$ cat src/rtl/mont_mul_iter_if.sv
// ---------------------------------------------------------------------------
// mont_mul_iter_if
// Purpose : groups the control handshake and operand/result bus of the
//           bit-serial Montgomery multiplier into one bundle.
// Signals : ena    - clock enable from the sequencing FSM
//           start  - request a new multiplication
//           A, B   - multiplier / multiplicand operands
//           M      - odd modulus
//           busy   - multiplier is iterating or doing the final subtract
//           done   - one-enabled-cycle completion pulse
//           result - last fully reduced product A*B*2^-WIDTH mod M
// Modports: master drives the request side, slave is the multiplier.
// ---------------------------------------------------------------------------
interface mont_mul_iter_if #(
  parameter int WIDTH = 4
);
  logic             ena;
  logic             start;
  logic [WIDTH-1:0] A;
  logic [WIDTH-1:0] B;
  logic [WIDTH-1:0] M;
  logic             busy;
  logic             done;
  logic [WIDTH-1:0] result;

  modport master (
    output ena, start, A, B, M,
    input  busy, done, result
  );

  modport slave (
    input  ena, start, A, B, M,
    output busy, done, result
  );
endinterface

$ cat src/rtl/mont_mul_iter.sv
// ---------------------------------------------------------------------------
// mont_mul_iter
// Purpose : bit-serial Montgomery modular multiplier computing
//           P = A*B*2^-WIDTH mod M, consuming one bit of A per enabled cycle,
//           followed by one conditional subtraction for a fully reduced result.
// Ports   : clk  - rising-edge clock
//           rst  - synchronous active-high reset, overrides ena
//           bus  - mont_mul_iter_if slave: ena, start, A, B, M in;
//                  busy, done, result out
// Timing  : start accepted at enabled edge k -> done high after enabled
//           edge k+WIDTH+1, with result valid in the same cycle.
// ---------------------------------------------------------------------------
module mont_mul_iter #(
  parameter int WIDTH = 4
) (
  input logic          clk,
  input logic          rst,
  mont_mul_iter_if.slave bus
);

  localparam int CW = $clog2(WIDTH) + 1;

  typedef enum logic [1:0] {
    IDLE = 2'd0,
    RUN  = 2'd1,
    SUB  = 2'd2
  } state_t;

  state_t           state_q, state_n;
  logic [WIDTH:0]   r_q, r_n;
  logic [WIDTH-1:0] a_sh_q, a_sh_n;
  logic [WIDTH-1:0] b_q, b_n;
  logic [WIDTH-1:0] m_q, m_n;
  logic [CW-1:0]    count_q, count_n;
  logic [WIDTH-1:0] result_q, result_n;
  logic             done_q, done_n;

  // One Montgomery step. Two extra bits cover R + B + M < 4M, and the
  // conditional add of M makes the sum even so the halving is exact.
  logic [WIDTH+1:0] s_add;
  logic [WIDTH+1:0] s_red;
  logic [WIDTH:0]   r_step;
  logic [WIDTH-1:0] r_reduced;

  always_comb begin
    s_add     = {1'b0, r_q} + {2'b00, (a_sh_q[0] ? b_q : {WIDTH{1'b0}})};
    s_red     = s_add[0] ? (s_add + {2'b00, m_q}) : s_add;
    r_step    = (WIDTH+1)'(s_red >> 1);
    r_reduced = WIDTH'((r_q >= {1'b0, m_q}) ? (r_q - {1'b0, m_q}) : r_q);
  end

  // Next-state and datapath control; every register holds by default.
  always_comb begin
    state_n  = state_q;
    r_n      = r_q;
    a_sh_n   = a_sh_q;
    b_n      = b_q;
    m_n      = m_q;
    count_n  = count_q;
    result_n = result_q;
    done_n   = 1'b0;

    unique case (state_q)
      IDLE: begin
        if (bus.start) begin
          a_sh_n  = bus.A;
          b_n     = bus.B;
          m_n     = bus.M;
          r_n     = '0;
          count_n = '0;
          state_n = RUN;
        end
      end
      RUN: begin
        r_n     = r_step;
        a_sh_n  = a_sh_q >> 1;
        count_n = count_q + CW'(1);
        if (count_q == CW'(WIDTH - 1)) begin
          state_n = SUB;
        end
      end
      SUB: begin
        result_n = r_reduced;
        done_n   = 1'b1;
        state_n  = IDLE;
      end
      default: begin
        state_n = IDLE;
      end
    endcase
  end

  // State register; ena freezes everything, including a pending done pulse.
  always_ff @(posedge clk) begin
    if (rst) begin
      state_q  <= IDLE;
      r_q      <= '0;
      a_sh_q   <= '0;
      b_q      <= '0;
      m_q      <= '0;
      count_q  <= '0;
      result_q <= '0;
      done_q   <= 1'b0;
    end else if (bus.ena) begin
      state_q  <= state_n;
      r_q      <= r_n;
      a_sh_q   <= a_sh_n;
      b_q      <= b_n;
      m_q      <= m_n;
      count_q  <= count_n;
      result_q <= result_n;
      done_q   <= done_n;
    end
  end

  assign bus.busy   = (state_q != IDLE);
  assign bus.done   = done_q;
  assign bus.result = result_q;

endmodule

$ cat src/flat_wrapper.sv
// flat-port wrapper written by rule: the top's interface ports become plain ports
module mont_mul_iter_flat 
#(
  parameter int WIDTH = 4
)
  (clk, rst, bus_ena, bus_start, bus_A, bus_B, bus_M, bus_busy, bus_done, bus_result);
  mont_mul_iter_if #(.WIDTH(WIDTH)) bus_i ();
  input logic clk;
  input logic rst;
  input wire logic [$bits(bus_i.ena)-1:0] bus_ena;
  input wire logic [$bits(bus_i.start)-1:0] bus_start;
  input wire logic [$bits(bus_i.A)-1:0] bus_A;
  input wire logic [$bits(bus_i.B)-1:0] bus_B;
  input wire logic [$bits(bus_i.M)-1:0] bus_M;
  output wire logic [$bits(bus_i.busy)-1:0] bus_busy;
  output wire logic [$bits(bus_i.done)-1:0] bus_done;
  output wire logic [$bits(bus_i.result)-1:0] bus_result;
  assign bus_i.ena = bus_ena;
  assign bus_i.start = bus_start;
  assign bus_i.A = bus_A;
  assign bus_i.B = bus_B;
  assign bus_i.M = bus_M;
  assign bus_busy = bus_i.busy;
  assign bus_done = bus_i.done;
  assign bus_result = bus_i.result;
  mont_mul_iter #(.WIDTH(WIDTH)) u_core (.clk(clk), .rst(rst), .bus(bus_i));
endmodule
$ cat config.mk
export PLATFORM = sky130hd
export DESIGN_NAME = mont_mul_iter_flat
export DESIGN_NICKNAME = d
export VERILOG_FILES = /design/src/rtl/mont_mul_iter_if.sv /design/src/rtl/mont_mul_iter.sv /design/src/flat_wrapper.sv
export SDC_FILE = /design/constraint.sdc
export NUM_CORES = 1
export LEC_CHECK = 0
export ABC_AREA = 1
export BUFFER_PORTS_ARGS = -buffer_cell sky130_fd_sc_hd__buf_2
export CORE_ASPECT_RATIO = 1.4
export CORE_MARGIN = 2
export CORE_UTILIZATION = 52
export DETAILED_ROUTE_END_ITERATION = 8
export GPL_ROUTABILITY_DRIVEN = 0
export GPL_TIMING_DRIVEN = 0
export PLACE_DENSITY_LB_ADDON = 0.25
export SLEW_MARGIN = 40
export SYNTH_ARGS = -nofsm -noshare
export SYNTH_HDL_FRONTEND = slang
export SYNTH_SLANG_ARGS = --single-unit
$ cat constraint.sdc
create_clock -name clk -period 2.3 [get_ports clk]
set_clock_uncertainty 0.05 [all_clocks]
set_input_delay 0.23 -clock clk [delete_from_list [all_inputs] [get_ports clk]]
set_output_delay 0.23 -clock clk [all_outputs]
set_load 0.01 [all_outputs]
* After elaboration in Yosys (flattened, before gate mapping)
Index checks and enable logic that the tools add are counted.
Word-level totals: flip-flop bits (word level) 27
Cells by class: magnitude comparators 1, muxes and demuxes 13, eq/ne operators 5, reduce and logical (&&, ||, !) cells 7, $add $sub $neg 4
Operator list (number):
- two-way mux 4 bit | 3
- one-hot mux 5 bit (2 select lines) | 1
- AND reduction 3 bit | 3
- one-hot mux 4 bit (2 select lines) | 1
- adder 5 x 4 -> 6 bit | 1
- adder 6 x 4 -> 6 bit | 1
- two-way mux 6 bit | 1
- one-hot mux 3 bit (2 select lines) | 1
- >= comparator 5 x 4 -> 1 bit | 1
- two-way mux 5 bit | 1
- two-way mux 2 bit | 2
- one-hot mux 2 bit (2 select lines) | 1
- nonzero test 2 bit | 2
- subtractor 4 bit | 1
- adder 3 x 1 -> 3 bit, second input constant | 1
- equality test 3 x 2 -> 1 bit, second input constant | 1
- two-way mux 3 bit | 1
- equality test 2 x 1 -> 1 bit, second input constant | 1
- equality test 2 bit, second input constant | 1
- zero test 2 bit | 1
- inequality test 2 x 1 -> 1 bit, second input constant | 1
- inequality test 2 bit, second input constant | 1
- AND reduction 2 bit | 1
- two-way mux 1 bit | 1

* Logic depth before layout (Yosys ltp)
word-level depth 5, depth in mapped cells 16

* Worst setup path after synthesis
Ideal clock, no wire load.
path kind reg2reg, start register u_core.a_sh_q[0], end register u_core.r_q[2], clock period less this slack 2.381 ns, setup time 0.121 ns, data required time 2.129 ns, buffers on the path 0, slack -0.081 ns, arrival time 2.210 ns, stages on the path, launching flop included 14, cell sequence dfxtp_1 nand2_1 inv_1 ha_1 fa_1 xor2_1 ha_1 a21oi_1 nand2_2 or2_1 nand3_1 o21ai_0 nand2_1 a21oi_1
Between the ends: word-level cells in the longest chain between the ends 5
Ends and longest elaborated chain:
- start, declared | line mont_mul_iter.sv:31 | logic [WIDTH-1:0] a_sh_q, a_sh_n;
- start signal, assigned | line mont_mul_iter.sv:107 | a_sh_q <= a_sh_n;
- two-way mux 4 bit (*) | line mont_mul_iter.sv:46 | s_add = {1'b0, r_q} + {2'b00, (a_sh_q[0] ? b_q : {WIDTH{1'b0}})};
- adder 5 x 4 -> 6 bit (*) | line mont_mul_iter.sv:46
- adder 6 x 4 -> 6 bit | line mont_mul_iter.sv:47 | s_red = s_add[0] ? (s_add + {2'b00, m_q}) : s_add;
- two-way mux 6 bit (*) | line mont_mul_iter.sv:47
- one-hot mux 5 bit (2 select lines) (*) | line mont_mul_iter.sv:63 | unique case (state_q)
- end signal, assigned | line mont_mul_iter.sv:106 | r_q <= r_n;
- end, declared | line mont_mul_iter.sv:30 | logic [WIDTH:0] r_q, r_n;
Every way passes the cells marked *; elsewhere a longest branch is shown, timed or not. A chain may end at the register's enable or synchronous reset.

* Final worst setup path
Ends and elaborated chain as after synthesis.

==> metrics.md <==
| Metric | Value |
|---|---|
| Status | `finished, final reports clean` |
| Top cell type by total area after synthesis | `dfxtp_1` |
| Sw frac | `31.3%` |
| Hold-fix buffer count after cts | `0` |
| Drt total wl | `3740 um` |
| Maximum VDD drop | `0.454 mV` |
| Ys Warns | `0` |
| Vias in the first global route | `1430` |
| Number of antenna violations at the first check in global routing | `0` |
| Pin count of the biggest net entering global routing | `17` |
| Congestion Overflow GR | `0` |
| CTS tree | `built` |
| Critical path class | `flip-flop to flip-flop` |
| Final core occ | `66.2%` |
| Met3 usage | `2.08%` |
| Syn Nets | `266` |
| TritonCTS Sinks | `27` |
| Synth Instances | `234` |
| Crit-path max cell delay | `0.38 ns` |
| Max Cap Viol | `0` |
| Required @ worst endpoint | `2.42 ns` |
| Nets | `297` |
| Synthesized flop and latch total | `27` |
| PwrDens | `504 nW/um^2` |
| H-tree depth | `1` |
| # IOs | `22` |
| Ant. Diodes | `0` |
| CP Launch Type | `flip-flop` |
| Combinational power share | `23.6%` |
| Crit. End Element | `flip-flop` |
| Part of the cycle the worst path needs | `99.2%` |
| Multi-input gate area | `1110 um^2` |
| First-pass GRT wire length | `6100 um` |
| Wire per inst | `12.4 um` |
| Psw | `326 uW` |
| Area grow syn2layout | `20.9%` |
| Longest Clk Path Bufs | `2` |
| Mean post-synth cell area | `7.31 um^2` |
| Sequential share of the synthesized area | `31.6%` |
| EDFF count, synth | `0` |
| Slew Viols, Final | `0` |
| Internal Power | `717 uW` |
| GR met1 Demand/Resource | `25.5%` |
| Synthesized cell area | `1710 um^2` |
| M2 GR Usage | `37.4%` |
| Slowest stage cell, crit path | `fa_2` |
| Cts bufs inserted | `3` |
| # DRC | `0` |
| Layout cell share with drive strength beyond 1 | `29.9%` |
| Via count | `1571` |
| Starting DRT DRC Count | `38` |
| Slew HR | `81.0%` |
| Initial core utilization | `54.8%` |
| Core area | `3120 um^2` |
| Worst hold path type | `primary input to flip-flop` |
| Gr usage total | `21.2%` |
| Die width | `52.5 um` |
| Synth top area cells | `dfxtp_1 32%, nand2_1 10%, ha_1 9.5%` |
| WHS | `0.114 ns` |
| Clock power frac | `26.9%` |
| CP Cell Sequence | `nand2_2 -> inv_2 -> ha_4 -> fa_2 -> xor2_4 -> ha_4 -> nand2_2 -> inv_2 -> nand2_2 -> nand2_2 -> or2_1 -> nand3_1 -> o21ai_1 -> nand2_1 -> a21oi_1` |
| Die area | `3770 um^2` |
| CP Max Fanout | `5` |
| Arrival @ worst endpoint | `2.40 ns` |
| Top FF cell, synth | `dfxtp_1` |
| Flop pwr share | `49.5%` |
| Commonest non-fill, non-tap cell in the layout | `nand2_1` |
| Most frequent cells in the layout | `42 x nand2_1, 26 x dfxtp_1, 25 x inv_1` |
| Detail Route Antenna Nets | `0` |
| Register area | `544 um^2` |
| Async SR Flop Fraction | `0%` |
| Top cell type's share of synthesized area | `31.6%` |
| Fmax | `438 MHz` |
| Later-pin clock latency in the skew report | `0.28 ns` |
| Die height | `71.9 um` |
| Vias/cell | `5.18` |
| Clock transition at path regs | `0.10 ns` |
| GR peak layer | `met2` |
| Setup violators final | `0` |
| Number of port buffers | `20` |
| Cell at the root of the clock tree | `clkbuf_8` |
| Final Hold Viols | `0` |
| Yosys cell types | `27` |
| Min cycle time layout | `2.28 ns` |
| Fill cells | `292` |
| RSZ-0062 raised after global routing | `yes` |
| DP HPWL | `2730 um` |
| Worst slew pin tran | `0.285 ns` |
| Cell mode on critical path | `nand2_2` |
| Drt pass-1 iters | `4` |
| Leak Pwr | `0.961 nW` |
| Site Rows | `24` |
==> area by class of cell <==
| class | count | share of cell area (%) |
|---|---|---|
| multi-input combinational | 168 | 53.7 |
| clock buffer | 3 | 2.00 |
| inverter | 34 | 6.17 |
| tap | 39 | 2.36 |
| timing repair buffer | 26 | 7.02 |
| clock inverter | 1 | 0.363 |
| sequential | 27 | 26.3 |
| buffer | 5 | 2.12 |
==> Yosys cell counts, drive strengths merged (3+ instances only) <==
library cell / count
ha: 13
dfxtp: 27
inv: 34
nand2: 52
nor2: 26
a21oi: 20
buf: 5
a31oi: 5
fa: 3
nand3: 13
o21ai: 25
==> final timing paths <==
path / from / endpoint / slack, ns / cells after the start
worst min register to register: u_core.a_sh_q[3] / u_core.a_sh_q[3] / 0.42 / 2
worst max-delay path: u_core.a_sh_q[0] / u_core.r_q[2] / 0.02 / 15
worst max register to register: u_core.a_sh_q[0] / u_core.r_q[2] / 0.02 / 15
worst min-delay path: bus_B[2] / u_core.b_q[2] / 0.11 / 3
==> timing repair <==
action                                  in CTS  in global routing
endpoints found under the setup margin       3                  5
resized for setup                           10                 11
buffers inserted                             3                  3
pin swaps                                    3                  8
==> cell families after synthesis <==
family	after synthesis	share of synthesized area, %
adder cells (fa/ha/maj)	16	13.0
flip-flops	27	31.6
buffers and inverters	39	10.0
XOR/XNOR	4	2.05
AND/OR/NAND/NOR	97	25.8
AO/OA/AOI/OAI	51	17.6
==> worst max-delay path, delay by kind of cell, from the launching register on <==
| family | cells | cell delay [ns] |
|---|---|---|
| xor+xnor | 1 | 0.18 |
| simple gates | 7 | 0.61 |
| compound gates | 2 | 0.12 |
| buf+inv | 2 | 0.07 |
| fa+ha+maj | 3 | 0.77 |
| flops | 1 | 0.37 |
==> power groups by stage <==
stage,clock network (mW),registers [mW],logic [mW]
6_report,0.280,0.517,0.246
5_1_grt,0.299,0.520,0.278
4_1_cts,0.284,0.514,0.237
3_5_place_dp,0,0.523,0.226
3_3_place_gp,0,0.523,0.223
2_1_floorplan,0,0.520,0.173
==> layer usage <==
| metal | share of wire, % | vias up | wire, um |
|---|---|---|---|
| li1 | - | 819 | - |
| met1 | 44 | 722 | 1630 |
| met2 | 52 | 20 | 1950 |
| met3 | 1.8 | 10 | 69 |
| met4 | 2.6 | 0 | 98 |
| met5 | 0 | - | 0 |
==> per-stage QoR <==
| stage | TNS [ns] | total power, mW | setup slack, ns | instances | instance area (um^2) |
|---|---|---|---|---|---|
| 3_5_place_dp | -0.366 | 0.749 | -0.203 | 293 | 1870 |
| 6_report | 0 | 1.04 | 0.0194 | 303 | 2070 |
| 4_1_cts | 0 | 1.04 | 0.00121 | 300 | 1990 |
| 2_1_floorplan | 0 | 0.693 | 0.0151 | 234 | 1720 |
| 5_1_grt | -0.161 | 1.10 | -0.0653 | 303 | 2070 |
| 3_3_place_gp | -0.281 | 0.746 | -0.168 | 293 | 1870 |
==> flip-flops by register name, indices dropped and copies added, names as in the netlist <==
signal	count
u_core.r_q	5
u_core.a_sh_q	4
u_core.b_q	4
u_core.bus.result	4
u_core.m_q	4
u_core.count_q	3
u_core.state_q	2
u_core.bus.done	1
No activity file was read; power rests on OpenSTA's default activity.
